`config.mk`:
```
export PLATFORM = sky130hd
export DESIGN_NAME = dtc_therm_decoder_flat
export DESIGN_NICKNAME = d
export VERILOG_FILES = /design/src/rtl/dtc_therm_decoder_if.sv /design/src/rtl/dtc_therm_decoder.sv /design/src/flat_wrapper.sv
export SDC_FILE = /design/constraint.sdc
export NUM_CORES = 1
export LEC_CHECK = 0
export BUFFER_PORTS_ARGS = -buffer_cell sky130_fd_sc_hd__buf_2
export CORE_MARGIN = 4
export CORE_UTILIZATION = 31
export DETAILED_ROUTE_END_ITERATION = 16
export PLACE_DENSITY = 0.54
export SYNTH_ARGS = -nofsm -noshare
export SYNTH_HDL_FRONTEND = slang
export SYNTH_SLANG_ARGS = --single-unit
```
`constraint.sdc`:
```
create_clock -name clk -period 4.7 [get_ports clk]
set_input_delay 0 -clock clk [delete_from_list [all_inputs] [get_ports clk]]
set_output_delay 0 -clock clk [all_outputs]
set_load 0.005 [all_outputs]
```
`src/rtl/dtc_therm_decoder_if.sv`:
```
// Handshake bundle for the thermometer decoder: an input code stream and a
// decoded level/error result stream, each with valid/ready flow control.
interface dtc_therm_decoder_if #(
    parameter int W  = 9,
    parameter int LW = 4
);
    // A transfer happens on a rising edge where valid && ready. A producer keeps
    // valid and data stable until that transfer, and ready never depends on valid.
    logic          in_valid;
    logic          in_ready;
    logic [W-1:0]  in_code;
    logic          out_valid;
    logic          out_ready;
    logic [LW-1:0] out_level;
    logic          out_err;

    modport master (
        output in_valid, in_code, out_ready,
        input  in_ready, out_valid, out_level, out_err
    );

    modport slave (
        input  in_valid, in_code, out_ready,
        output in_ready, out_valid, out_level, out_err
    );
endinterface

```
`src/rtl/dtc_therm_decoder.sv`:
```
// Two-stage thermometer-code decoder with bubble detection and a saturating error count.
// Optional DTC_THERM_BUBBLE_CORRECT_EN: malformed codes report their popcount as the level.
module dtc_therm_decoder #(
    parameter int W    = 9,
    parameter int LW   = 4,
    parameter int ERRW = 16
) (
    input  logic                clk,
    input  logic                rst_n,
    dtc_therm_decoder_if.slave  bus,
    input  logic                clr_cnt,
    output logic [ERRW-1:0]     err_cnt
);

    logic            s1_valid_q, s1_valid_d;
    logic [W-1:0]    s1_code_q,  s1_code_d;
    logic            s2_valid_q, s2_valid_d;
    logic [LW-1:0]   s2_level_q, s2_level_d;
    logic            s2_err_q,   s2_err_d;
    logic [ERRW-1:0] err_cnt_q,  err_cnt_d;

    logic            s1_load;
    logic            s2_load;
    logic            out_fire;
    logic [LW-1:0]   dec_level;
    logic            dec_err;
    logic            seen_zero;
`ifdef DTC_THERM_BUBBLE_CORRECT_EN
    logic [LW-1:0]   pop_cnt;
`endif

    // Any 1 above the lowest 0 is a bubble; the level is the run of ones from the LSB.
    always_comb begin
        dec_level = '0;
        dec_err   = 1'b0;
        seen_zero = 1'b0;
        for (int i = 0; i < W; i++) begin
            if (!s1_code_q[i]) begin
                seen_zero = 1'b1;
            end else if (seen_zero) begin
                dec_err = 1'b1;
            end else begin
                dec_level = LW'(i + 1);
            end
        end
`ifdef DTC_THERM_BUBBLE_CORRECT_EN
        pop_cnt = '0;
        for (int i = 0; i < W; i++) begin
            pop_cnt = pop_cnt + LW'(s1_code_q[i]);
        end
        if (dec_err) begin
            dec_level = (pop_cnt > LW'(W)) ? LW'(W) : pop_cnt;
        end
`endif
    end

    assign bus.in_ready = !s1_valid_q || !s2_valid_q || bus.out_ready;
    assign s1_load      = bus.in_valid && bus.in_ready;
    assign s2_load      = s1_valid_q && (!s2_valid_q || bus.out_ready);
    assign out_fire     = s2_valid_q && bus.out_ready;

    always_comb begin
        s1_valid_d = s1_valid_q;
        s1_code_d  = s1_code_q;
        s2_valid_d = s2_valid_q;
        s2_level_d = s2_level_q;
        s2_err_d   = s2_err_q;
        err_cnt_d  = err_cnt_q;

        if (s1_load) begin
            s1_valid_d = 1'b1;
            s1_code_d  = bus.in_code;
        end else if (s2_load) begin
            s1_valid_d = 1'b0;
        end

        if (s2_load) begin
            s2_valid_d = 1'b1;
            s2_level_d = dec_level;
            s2_err_d   = dec_err;
        end else if (out_fire) begin
            s2_valid_d = 1'b0;
        end

        // Clear wins over a same-cycle increment; the count sticks at all-ones.
        if (clr_cnt) begin
            err_cnt_d = '0;
        end else if (out_fire && s2_err_q && (err_cnt_q != {ERRW{1'b1}})) begin
            err_cnt_d = err_cnt_q + 1'b1;
        end
    end

    always_ff @(posedge clk or negedge rst_n) begin
        if (!rst_n) begin
            s1_valid_q <= 1'b0;
            s2_valid_q <= 1'b0;
            s2_level_q <= '0;
            s2_err_q   <= 1'b0;
            err_cnt_q  <= '0;
        end else begin
            s1_valid_q <= s1_valid_d;
            s2_valid_q <= s2_valid_d;
            s2_level_q <= s2_level_d;
            s2_err_q   <= s2_err_d;
            err_cnt_q  <= err_cnt_d;
        end
    end

    // The captured code is qualified by s1_valid_q, so it needs no reset.
    always_ff @(posedge clk) begin
        s1_code_q <= s1_code_d;
    end

    assign bus.out_valid = s2_valid_q;
    assign bus.out_level = s2_level_q;
    assign bus.out_err   = s2_err_q;
    assign err_cnt       = err_cnt_q;

endmodule

```
`src/flat_wrapper.sv`:
```
// flat-port wrapper written by rule: the top's interface ports become plain ports
module dtc_therm_decoder_flat 
#(
    parameter int W    = 9,
    parameter int LW   = 4,
    parameter int ERRW = 16
)
  (clk, rst_n, clr_cnt, err_cnt, bus_in_valid, bus_in_code, bus_out_ready, bus_in_ready, bus_out_valid, bus_out_level, bus_out_err);
  dtc_therm_decoder_if #(.W(W), .LW(LW)) bus_i ();
  input  logic clk;
  input  logic rst_n;
  input  logic clr_cnt;
  output logic [ERRW-1:0] err_cnt;
  input wire logic [$bits(bus_i.in_valid)-1:0] bus_in_valid;
  input wire logic [$bits(bus_i.in_code)-1:0] bus_in_code;
  input wire logic [$bits(bus_i.out_ready)-1:0] bus_out_ready;
  output wire logic [$bits(bus_i.in_ready)-1:0] bus_in_ready;
  output wire logic [$bits(bus_i.out_valid)-1:0] bus_out_valid;
  output wire logic [$bits(bus_i.out_level)-1:0] bus_out_level;
  output wire logic [$bits(bus_i.out_err)-1:0] bus_out_err;
  assign bus_i.in_valid = bus_in_valid;
  assign bus_i.in_code = bus_in_code;
  assign bus_i.out_ready = bus_out_ready;
  assign bus_in_ready = bus_i.in_ready;
  assign bus_out_valid = bus_i.out_valid;
  assign bus_out_level = bus_i.out_level;
  assign bus_out_err = bus_i.out_err;
  dtc_therm_decoder #(.W(W), .LW(LW), .ERRW(ERRW)) u_core (.clk(clk), .rst_n(rst_n), .bus(bus_i), .clr_cnt(clr_cnt), .err_cnt(err_cnt));
endmodule
```
==> run summary <==
TNS Setup = 0 ns
violation count after the first detailed-route iteration = 77
total power = 0.625 mW
commonest non-fill, non-tap cells in the layout = buf_2 (36), dfrtp_1 (23), nor2_1 (21)
Critical Path, Cell by Cell = ha_1 > and2_1 > nand4_4 > nand3_1 > or4_1 > a21oi_1
Startpoint Class = flip-flop
vias in the first global route = 1275
RSZ-0062 raised after global routing = false
Initial Utilization = 32.6%
Setup Skew = 0.00306 ns
YS warnings = 0
P_int = 0.484 mW
Placed Instances = 249
largest net degree at the start of global routing = 24
final cell count without fillers = 268
PD cells = 307 nW/um2
DRC viols = 0
Reg power frac = 49.9%
Layout Area Growth over Synthesis = 29.4%
Switching Fraction = 22.6%
H-tree Lvls = 2
Worst EP arrival = 1.90 ns
Final Hold Viols = 0
clock sinks = 32
post-synthesis sequential area ratio = 53.8%
combinational fraction of design power = 8.8%
hold depth = 3
grt total ovfl = 0
DP HPWL = 2.64 mm
IR drop worst, VDD = 0.000177 V
setup violators final = 0
Post-Syn Area = 1570 um2
cell taking the most area after synthesis = dfrtp_1
Antenna Diode Count = 0
Fill cells = 490
CP max stage delay = 0.42 ns
Max clock buf depth = 2
register area = 846 um2
Synthesized Nets = 164
chip width = 79.2 um
Overall Global Routing Usage = 12.6%
Leak = 0.906 nW
Max-cap violations = 0
cell count after synthesis = 149
most common cell after layout, fill and taps aside = buf_2
initial antenna violation count = 0
Post-Place Setup Slack = 3.03 ns
GRT Max-Usage Layer = met2
Buffers on Ports = 36
Final WS setup = 3.01 ns
clock latency on the worst-skew pair = 0.28 ns
R2R depth = 6
GPL Wtd Cong = 0.834
met1 usage = 16.3%
FFs w/ async S/R, synth = 71.9%
Vias = 1318
Multi-input gate area = 704 um2
Final #Nets = 215
critical path required time = 4.90 ns
clock power share = 41.3%
DRT Pass-1 Iters = 4
top cells by area, synth = dfrtp_1 (37%), edfxtp_1 (17%), nor2_1 (5.0%)
Hold Path Class = input pin to flip-flop
layout cells sized above 1 = 26.4%
Crit Path Class = flip-flop to flip-flop
Vert. Die Dim = 79.2 um
CTS Buf Count = 5
fmax = 590 MHz
fin crit period = 1.69 ns
crit share post-route = 36.1%
clock-pin transition on the worst setup and hold timing paths = 0.07 ns
met3 Track Usage GR = 3.29%
Post-synth EDFFs = 9
CTS resizes = 0
CTS root buffer = clkbuf_8
Rel. slew slack = 64.6%
GRT met2 Usage = 19.7%
Crit-path slowest cell = dfrtp_1
Main synth FF type = dfrtp_1
CTS tree = built
Rows = 25
Max Slew Vio Count = 0
P_sw = 0.141 mW
flops & latches, synth = 32
post-synthesis area per instance = 10.6 um2
io pins = 37
global-route wire length before repair = 6.19 mm
core area = 4820 um2
WL final = 3.55 mm
WL/cell = 13.2 um
die footprint = 6280 um2
CP max FO = 9
vias per cell = 4.92
outcome = complete, no violations
ANT nets after route = 0
crit path capture type = flip-flop
Yosys cell types = 41
Synth top area share = 36.6%
Worst-Margin Slew = 0.531 ns
-- metrics by stage --
step | hold slack, ns | utilization (%) | cell area [um2]
final | 0.0678 | 42.3 | 2040
after global routing | 0.121 | 42.3 | 2040
after CTS | 0.0621 | 42.3 | 2040
after detailed placement | 0.0152 | 37.7 | 1820
after global placement | 0.00406 | 37.7 | 1820
after floorplan | -0.296 | - | 1570
-- cells by family (layout without fill, tap and decap cells) --
logic type | after synthesis | count (layout) | synth area share [%]
adders and majority gates | 1 | 1 | 0.795
buffers and inverters | 4 | 56 | 1.43
xor gates and xnor gates | 9 | 9 | 5.01
and+or+nand+nor | 72 | 72 | 25.2
AOI/OAI and AO/OA | 28 | 28 | 11.9
muxes | 3 | 3 | 1.91
DFF | 32 | 32 | 53.8
-- metal layers --
| metal | part of all wire [%] | up-vias |
|---|---|---|
| li1 | - | 640 |
| met1 | 46 | 642 |
| met2 | 46 | 31 |
| met3 | 6.2 | 5 |
| met4 | 1.7 | 0 |
| met5 | 0 | - |
-- final cells by class --
class / count / share of cell area [%]
Clock buffer: 6 / 3.56
Timing Repair Buffer: 47 / 14.3
Tap cell: 67 / 4.12
Clock inverter: 2 / 1.72
Sequential cell: 32 / 41.5
Multi-Input combinational cell: 113 / 34.6
Inverter: 1 / 0.184
-- critical path, delay by kind of cell, from the launching register on --
family / cells / cell delay [ns]
AND/OR/NAND/NOR: 4 / 0.82
flip-flops: 1 / 0.42
adder cells (fa/ha/maj): 1 / 0.23
AO/OA/AOI/OAI: 1 / 0.15
-- cell usage after synthesis (2+ instances only) --
cell	n
nand2b_1	3
nand4_1	3
dfrtp_1	23
and2_1	3
nand3_1	8
a21oi_1	6
mux2i_1	3
o2111ai_1	3
o21ai_2	2
and3_1	2
o211ai_1	3
nand2_1	15
nor2_1	21
nand3_2	2
xor2_1	9
nor3_1	3
o21ai_0	8
edfxtp_1	9
-- state kept, by name, summed over array words and instances, names as in the netlist --
name and cells:
u_core.bus.out_err 1, u_core.bus.out_level 4, u_core.bus.out_valid 1, u_core.err_cnt 16, u_core.s1_code_q 9, u_core.s1_valid_q 1
-- power groups by stage --
stage | Clock (mW) | Combinational, mW | Sequential [mW]
finish | 0.258 | 0.0550 | 0.312
global route | 0.274 | 0.0635 | 0.314
CTS | 0.266 | 0.0566 | 0.312
detailed placement | 0 | 0.0496 | 0.317
global placement | 0 | 0.0477 | 0.316
floorplan | 0 | 0.0256 | 0.315
-- worst paths after layout --
path | startpoint | end | slack [ns]
max reg2reg | u_core.err_cnt[0] | u_core.err_cnt[13] | 3.01
max in group asynchronous | rst_n | u_core.s1_valid_q | 4.10
min | bus_out_ready | u_core.bus.out_valid | 0.07
min in group asynchronous | rst_n | u_core.err_cnt[15] | 0.25
min reg2reg | u_core.bus.out_level[1] | u_core.bus.out_level[1] | 0.48
max | u_core.err_cnt[0] | u_core.err_cnt[13] | 3.01
-- timing repair --
item,in CTS,in global routing
hold endpoints to repair,33,0
hold buffers,11,0
setup buffers,0,0
Power figures use the tool's default switching activity.
